[config.mk]
export PLATFORM = sky130hd
export DESIGN_NAME = note_sequencer
export DESIGN_NICKNAME = d
export VERILOG_FILES = /design/src/rtl/note_seq_pkg.sv /design/src/rtl/song_rom.sv /design/src/rtl/note_sequencer.sv
export SDC_FILE = /design/constraint.sdc
export NUM_CORES = 1
export LEC_CHECK = 0
export BUFFER_PORTS_ARGS = -buffer_cell sky130_fd_sc_hd__buf_2
export CORE_MARGIN = 8
export CORE_UTILIZATION = 54
export DETAILED_ROUTE_END_ITERATION = 16
export PLACE_DENSITY = 0.88
export SETUP_SLACK_MARGIN = 0.1
export SKIP_LAST_GASP = 1
export SLEW_MARGIN = 0
export SYNTH_ARGS = -nofsm -noshare
export SYNTH_HDL_FRONTEND = slang
export SYNTH_SLANG_ARGS = --single-unit
[constraint.sdc]
create_clock -name clk -period 3.7 [get_ports clk]
set_input_delay 0.185 -clock clk [delete_from_list [all_inputs] [get_ports clk]]
set_output_delay 0.185 -clock clk [all_outputs]
set_load 0.05 [all_outputs]
[src/rtl/note_seq_pkg.sv]
// Shared types and constants for the note sequencer: state encoding, widths,
// note codes and the note-code to clock-divider mapping (C4..B5 chromatic).
package note_seq_pkg;

    typedef enum logic [1:0] {ST_IDLE, ST_PLAY, ST_PAUSE, ST_DONE} seq_state_t;

    localparam int NOTE_W = 5;
    localparam int DIV_W  = 22;

    localparam logic [DIV_W-1:0] SILENCE_DIV = 22'd1;

    localparam logic [NOTE_W-1:0] NOTE_REST = 5'd0;
    localparam logic [NOTE_W-1:0] NOTE_C4   = 5'd1;
    localparam logic [NOTE_W-1:0] NOTE_A4   = 5'd10;
    localparam logic [NOTE_W-1:0] NOTE_C5   = 5'd13;
    localparam logic [NOTE_W-1:0] NOTE_B5   = 5'd24;

    // Each arm divides two constants, so the table folds to plain constants.
    function automatic logic [DIV_W-1:0] note_to_div(input logic [NOTE_W-1:0] code, input int clk_hz);
        int div_val;
        div_val = 0;
        case (code)
            5'd1:  div_val = clk_hz / 262;
            5'd2:  div_val = clk_hz / 277;
            5'd3:  div_val = clk_hz / 294;
            5'd4:  div_val = clk_hz / 311;
            5'd5:  div_val = clk_hz / 330;
            5'd6:  div_val = clk_hz / 349;
            5'd7:  div_val = clk_hz / 370;
            5'd8:  div_val = clk_hz / 392;
            5'd9:  div_val = clk_hz / 415;
            5'd10: div_val = clk_hz / 440;
            5'd11: div_val = clk_hz / 466;
            5'd12: div_val = clk_hz / 494;
            5'd13: div_val = clk_hz / 523;
            5'd14: div_val = clk_hz / 554;
            5'd15: div_val = clk_hz / 587;
            5'd16: div_val = clk_hz / 622;
            5'd17: div_val = clk_hz / 659;
            5'd18: div_val = clk_hz / 698;
            5'd19: div_val = clk_hz / 740;
            5'd20: div_val = clk_hz / 784;
            5'd21: div_val = clk_hz / 831;
            5'd22: div_val = clk_hz / 880;
            5'd23: div_val = clk_hz / 932;
            5'd24: div_val = clk_hz / 988;
            default: div_val = 0;
        endcase
        return (div_val == 0) ? SILENCE_DIV : DIV_W'(div_val);
    endfunction

endpackage

[src/rtl/song_rom.sv]
// Fixed two-channel song table with two combinational read ports: the current
// entry and the following one (wrapping at SONG_LEN). Needs SONG_LEN >= 16.
module song_rom
    import note_seq_pkg::*;
#(
    parameter int SONG_LEN = 64,
    parameter int IDX_W    = $clog2(SONG_LEN)
) (
    input  logic [IDX_W-1:0]    addr,
    output logic [2*NOTE_W-1:0] cur_codes,
    output logic [2*NOTE_W-1:0] nxt_codes
);

    localparam logic [IDX_W-1:0] IDX_LAST = IDX_W'(SONG_LEN - 1);

    localparam logic [NOTE_W-1:0] LEFT_PAT [16] = '{
        5'd13, 5'd13, 5'd15, 5'd17, 5'd17, 5'd0,  5'd20, 5'd22,
        5'd10, 5'd10, 5'd8,  5'd6,  5'd25, 5'd25, 5'd3,  5'd24};
    localparam logic [NOTE_W-1:0] RIGHT_PAT [16] = '{
        5'd1,  5'd1,  5'd1,  5'd6,  5'd6,  5'd8,  5'd0,  5'd8,
        5'd3,  5'd3,  5'd5,  5'd30, 5'd1,  5'd1,  5'd0,  5'd1};

    // The intro (entries 0..2) is fixed; the rest repeats a 16-entry phrase.
    function automatic logic [2*NOTE_W-1:0] entry(input logic [IDX_W-1:0] a);
        logic [3:0] p;
        p = 4'(a);
        case (a)
            IDX_W'(0): entry = {NOTE_A4, NOTE_C4};
            IDX_W'(1): entry = {NOTE_A4, NOTE_REST};
            IDX_W'(2): entry = {NOTE_C5, NOTE_C4};
            default:   entry = {LEFT_PAT[p], RIGHT_PAT[p]};
        endcase
    endfunction

    logic [IDX_W-1:0] nxt_addr;

    assign nxt_addr  = (addr == IDX_LAST) ? '0 : addr + 1'b1;
    assign cur_codes = entry(addr);
    assign nxt_codes = entry(nxt_addr);

endmodule

[src/rtl/note_sequencer.sv]
// Steps through the song table at BEAT_DIV cycles per beat and drives registered
// note dividers. Define NOTE_SEQ_LOOP_EN to loop the song instead of stopping in DONE.
module note_sequencer
    import note_seq_pkg::*;
#(
    parameter int CLK_HZ     = 100_000_000,
    parameter int BEAT_DIV   = 12_500_000,
    parameter int GAP_CYCLES = 500_000,
    parameter int SONG_LEN   = 64
) (
    input  logic                        clk,
    input  logic                        rst_n,
    input  logic                        play_en,
    input  logic                        restart,
    output logic [21:0]                 note_div_left,
    output logic [21:0]                 note_div_right,
    output logic [$clog2(SONG_LEN)-1:0] beat_idx,
    output logic                        playing,
    output logic                        done
);

    localparam int IDX_W = $clog2(SONG_LEN);
    localparam int CNT_W = $clog2(BEAT_DIV);
    localparam logic [CNT_W-1:0] CNT_LAST  = CNT_W'(BEAT_DIV - 1);
    localparam logic [CNT_W-1:0] GAP_START = CNT_W'(BEAT_DIV - GAP_CYCLES);
    localparam logic [IDX_W-1:0] IDX_LAST  = IDX_W'(SONG_LEN - 1);

    seq_state_t       state, state_nxt;
    logic [CNT_W-1:0] beat_cnt, cnt_nxt;
    logic [IDX_W-1:0] idx_nxt;
    logic [NOTE_W-1:0] cur_l, cur_r, nxt_l, nxt_r;
    logic             next_valid, in_gap, gap_l, gap_r;
    logic [DIV_W-1:0] div_l_nxt, div_r_nxt;

    song_rom #(.SONG_LEN(SONG_LEN), .IDX_W(IDX_W)) u_rom (
        .addr      (beat_idx),
        .cur_codes ({cur_l, cur_r}),
        .nxt_codes ({nxt_l, nxt_r})
    );

    always_ff @(posedge clk or negedge rst_n) begin
        if (!rst_n) begin
            state    <= ST_IDLE;
            beat_cnt <= '0;
            beat_idx <= '0;
        end else begin
            state    <= state_nxt;
            beat_cnt <= cnt_nxt;
            beat_idx <= idx_nxt;
        end
    end

    // restart outranks everything, including a beat wrap in the same cycle.
    always_comb begin
        state_nxt = state;
        cnt_nxt   = beat_cnt;
        idx_nxt   = beat_idx;
        if (restart) begin
            state_nxt = ST_IDLE;
            cnt_nxt   = '0;
            idx_nxt   = '0;
        end else begin
            case (state)
                ST_IDLE: begin
                    if (play_en) begin
                        state_nxt = ST_PLAY;
                        cnt_nxt   = '0;
                        idx_nxt   = '0;
                    end
                end
                ST_PLAY: begin
                    if (!play_en) begin
                        state_nxt = ST_PAUSE;
                    end else if (beat_cnt == CNT_LAST) begin
                        cnt_nxt = '0;
                        if (beat_idx == IDX_LAST) begin
                            idx_nxt = '0;
`ifdef NOTE_SEQ_LOOP_EN
                            state_nxt = ST_PLAY;
`else
                            state_nxt = ST_DONE;
`endif
                        end else begin
                            idx_nxt = beat_idx + 1'b1;
                        end
                    end else begin
                        cnt_nxt = beat_cnt + 1'b1;
                    end
                end
                ST_PAUSE: begin
                    if (play_en) state_nxt = ST_PLAY;
                end
                ST_DONE: state_nxt = ST_DONE;
                default: state_nxt = ST_IDLE;
            endcase
        end
    end

    // Without looping the last entry has no successor, so it never gets a gap.
`ifdef NOTE_SEQ_LOOP_EN
    assign next_valid = 1'b1;
`else
    assign next_valid = (beat_idx != IDX_LAST);
`endif

    always_comb begin
        in_gap    = (beat_cnt >= GAP_START);
        gap_l     = in_gap && next_valid && (nxt_l == cur_l) && (cur_l != NOTE_REST);
        gap_r     = in_gap && next_valid && (nxt_r == cur_r) && (cur_r != NOTE_REST);
        div_l_nxt = SILENCE_DIV;
        div_r_nxt = SILENCE_DIV;
        if (state == ST_PLAY) begin
            if (!gap_l) div_l_nxt = note_to_div(cur_l, CLK_HZ);
            if (!gap_r) div_r_nxt = note_to_div(cur_r, CLK_HZ);
        end
    end

    always_ff @(posedge clk or negedge rst_n) begin
        if (!rst_n) begin
            note_div_left  <= SILENCE_DIV;
            note_div_right <= SILENCE_DIV;
            playing        <= 1'b0;
        end else begin
            note_div_left  <= div_l_nxt;
            note_div_right <= div_r_nxt;
            playing        <= (state == ST_PLAY);
        end
    end

`ifdef NOTE_SEQ_LOOP_EN
    assign done = 1'b0;
`else
    always_ff @(posedge clk or negedge rst_n) begin
        if (!rst_n) done <= 1'b0;
        else        done <= (state == ST_DONE);
    end
`endif

endmodule

==> metrics.md <==
| Metric | Value |
|---|---|
| Seq. cell area | around 1800 um^2 |
| Vias in the first global route | ~5000 |
| Final wirelength | between 15000 and 20000 um |
| GRT Total Usage | 0.236 |
| Initial Util | 0.554 |
| Worst-path fanout max | 19 |
| Max clock buf depth | 2 |
| Synth Instances | around 670 |
| First-pass GRT wire length | 25700 um |
| Multi-input logic area | 3290 um^2 |
| Synthesized area | 5410 um^2 |
| Worst Hold Class | input pin to flip-flop |
| Syn Area/Cell | between 8 and 9 um^2 |
| Critical-path top delay cell | nor4_2 |
| Fin crit share | 0.935 |
| Clk_lat worst skew | 0.36 ns |
| CP Cell Sequence | nor4_2 > nand2_1 > a21oi_1 > buf_12 > ha_1 > a31oi_1 > mux2i_1 > nor2_1 > a41o_1 > buf_4 > a2111oi_1 |
| Overall power | approximately 1.8 mW |
| Die height | 116 um |
| Status | completed |
| Yosys warns | 0 |
| Sum Neg Setup Slack | 0 ns |
| Final ANT Viol Nets | 0 |
| Vias | roughly 5500 |
| Fmax | 289 MHz |
| Die footprint | 13500 um^2 |
| Worst Path Buf+Inv | 2 |
| Largest net degree at the start of global routing | 44 |
| Final WS setup | about 0.24 ns |
| Final Max Slew Viols | 0 |
| # IOs | 56 |
| Initial antenna violation count | 0 |
| Max cap viols | 0 |
| Clock-pin slew on the worst setup and hold paths | 0.08 ns |
| Fin crit period | 3.46 ns |
| Initial DRC Count | 640 |
| CTS tree | built |
| DP Cell Count | 840 |
| Synth Flop Type | dfrtp_1 |
| Remaining DRCs | 0 |
| Antenna cells | 0 |
| Setup crit end kind | flip-flop |
| Startpoint types | flip-flop |
| RSZ-0062 raised after global routing | yes |
| Setup Viol. Count Final | 0 |
| Routability congestion estimate | 0.997 |
| Port bufs | 49 |
| Layout area overhead | 12.4% |
| Post-synth ARST share | 1.00 |
| Critical path arrival | approximately 3.7 ns |
| Final HPWL DP | 11000 um |
| Number of synthesized flops with an enable pin | 0 |
| Register area share after synthesis | 0.333 |
| Maximum vdd drop | about 0.23 mV |
| Filler cells | ~870 |
| Final hold viol count | 0 |
| Layout Cells excl Fill | approximately 860 |
| Proportion of layout cells with a drive suffix above 1 | 0.163 |
| PwrDens | about 300 nW/um^2 |
| Gr ovfl total | 0 |
| Worst Tran Pin Value | 0.716 ns |
| Critical setup path kind | flip-flop to flip-flop |
| Critical path's top delay family | compound AO/OA/AOI/OAI gates |
| Via density | around 6.3 |
| Row count | 36 |
| Flops & latches, synth | approximately 70 |
| First drt pass iteration count | 5 |
| Worst slack, placed | between 0.15 and 0.2 ns |
| Worst stage delay on the critical path | ~0.64 ns |
| Wire per inst | 18.2 um |
| Total core area | around 10000 um^2 |
| Netlist cell types | 76 |
| H-tree depth | 3 |
| Leakage | 2.75 nW |
| Required time of the critical path | 3.92 ns |
| Clock sinks | 72 |
| Die width | between 100 and 150 um |
| Final Skew | 0.0166 ns |
| Fin nets | between 700 and 800 |
| Root buf cell | clkbuf_8 |
| CTS Buf Count | 9 |
| Slew Limit Headroom | 0.518 |
logic make-up after synthesis:
family,synth area share
AND/OR/NAND/NOR,0.235
AO/OA/AOI/OAI,0.248
flip-flops,0.333
multiplexers,0.0185
buffers and inverters,0.0652
XOR/XNOR,0.0319
adder cells (fa/ha/maj),0.0670
other,0.000693
layout by cell type (no fill, tap or decap), drive strengths merged, types with 5 or more instances in the layout:
| cell | n |
|---|---|
| xnor2 | 9 |
| nor4b | 5 |
| xor2 | 9 |
| mux2i | 10 |
| inv | 22 |
| o31ai | 10 |
| a211oi | 12 |
| nand2 | 64 |
| dfrtp | 70 |
| nor4 | 7 |
| nor3 | 23 |
| buf | 89 |
| nand4 | 6 |
| and2 | 8 |
| clkbuf | 10 |
| o22ai | 7 |
| o21ai | 58 |
| nor2 | 87 |
| nor2b | 7 |
| a21oi | 43 |
| ha | 29 |
| conb | 6 |
| nand3 | 26 |
| a31oi | 8 |
| and3 | 12 |
path summary, 6_finish.rpt:
path,start,endpoint,slack (ns),depth (start not counted)
min in group asynchronous,rst_n,note_div_right[18]$_DFF_PN0_,0.36,2
worst max-delay path,beat_idx[4]$_DFFE_PN0P_,note_div_left[18]$_DFF_PN0_,0.24,11
worst min-delay path,restart,state[0]$_DFFE_PN0P_,0.11,3
worst max register to register,beat_idx[4]$_DFFE_PN0P_,note_div_left[18]$_DFF_PN0_,0.24,11
max in group asynchronous,rst_n,beat_idx[0]$_DFFE_PN0P_,2.27,3
worst min register to register,beat_cnt[15]$_DFFE_PN0P_,beat_cnt[15]$_DFFE_PN0P_,0.55,1
final cells by class:
class                           count  area share
Clock inverter                      4     0.00781
Timing Repair Buffer               90      0.0934
Clock buffer                       10      0.0210
Multi-Input combinational cell    530       0.540
Sequential cell                    72       0.297
Inverter                           22      0.0136
Tap cell                          133      0.0273
tightest hold or removal path: cells and delay by family:
family                 cells  cell delay, ns
buffers and inverters      2            0.15
AO/OA/AOI/OAI              1            0.10
registers in the layout (all words and copies together) (netlist names):
signal,count
beat_cnt,24
note_div_left,19
note_div_right,19
beat_idx,6
state,2
done,1
playing,1
synthesized netlist by cell type (3+ instances only):
cell	instances	area (um^2)
or3_1	3	18.8
o211ai_1	4	30.0
inv_1	21	78.8
o31ai_1	10	75.1
o22ai_1	7	43.8
and3_1	12	75.1
o311ai_0	4	35.0
nor3_1	23	115
and2_1	6	37.5
nand2b_1	4	25.0
a211o_1	3	26.3
nand2_1	64	240
nor4b_1	5	43.8
o32a_1	3	30.0
a21o_1	3	22.5
a211oi_1	12	90.1
nand3b_1	3	22.5
a311o_1	4	40.0
o21ai_0	55	275
o32ai_1	3	26.3
nand3_1	26	130
clkbuf_1	29	109
mux2i_1	10	100
buf_2	12	60.1
and4_1	3	26.3
xnor2_1	7	61.3
o21ai_1	3	15.0
o31a_1	4	35.0
a21oi_1	43	215
nor4_1	6	37.5
buf_4	11	82.6
nand4_1	6	37.5
dfrtp_1	70	1750
nor2_1	87	327
ha_1	29	363
xor2_1	9	78.8
a41oi_1	4	35.0
a31oi_1	8	50.1
o221ai_1	4	35.0
nor2b_1	7	43.8
where the power goes:
group | switching [mW] | leakage (nW) | internal [mW]
registers | 0.00824 | 0.970 | 0.811
clock network | 0.301 | 0.0880 | 0.302
logic | 0.288 | 1.69 | 0.118
per-stage QoR:
step	cell area, um^2	utilization	hold slack, ns
after floorplan	5440	-	-0.111
final	6080	0.623	0.110
after global placement	5840	0.598	0.215
after detailed placement	5840	0.598	0.226
after global routing	6080	0.623	0.103
after CTS	6030	0.617	0.100
layer usage:
layer / vias up / track usage / share of wire
li1: 2533 / - / -
met2: 329 / 0.373 / 0.46
met3: 52 / 0.0440 / 0.099
met5: - / 0 / 0
met1: 2543 / 0.317 / 0.41
met4: 0 / 0.0856 / 0.029
what timing repair did:
item / CTS / global route
hold buffers: 1 / 0
hold endpoints to repair: 28 / 0
resized for setup: 0 / 7
endpoints found under the setup margin: 0 / 36
setup buffers: 0 / 6
Note: power is estimated with default switching activity, not from simulation.
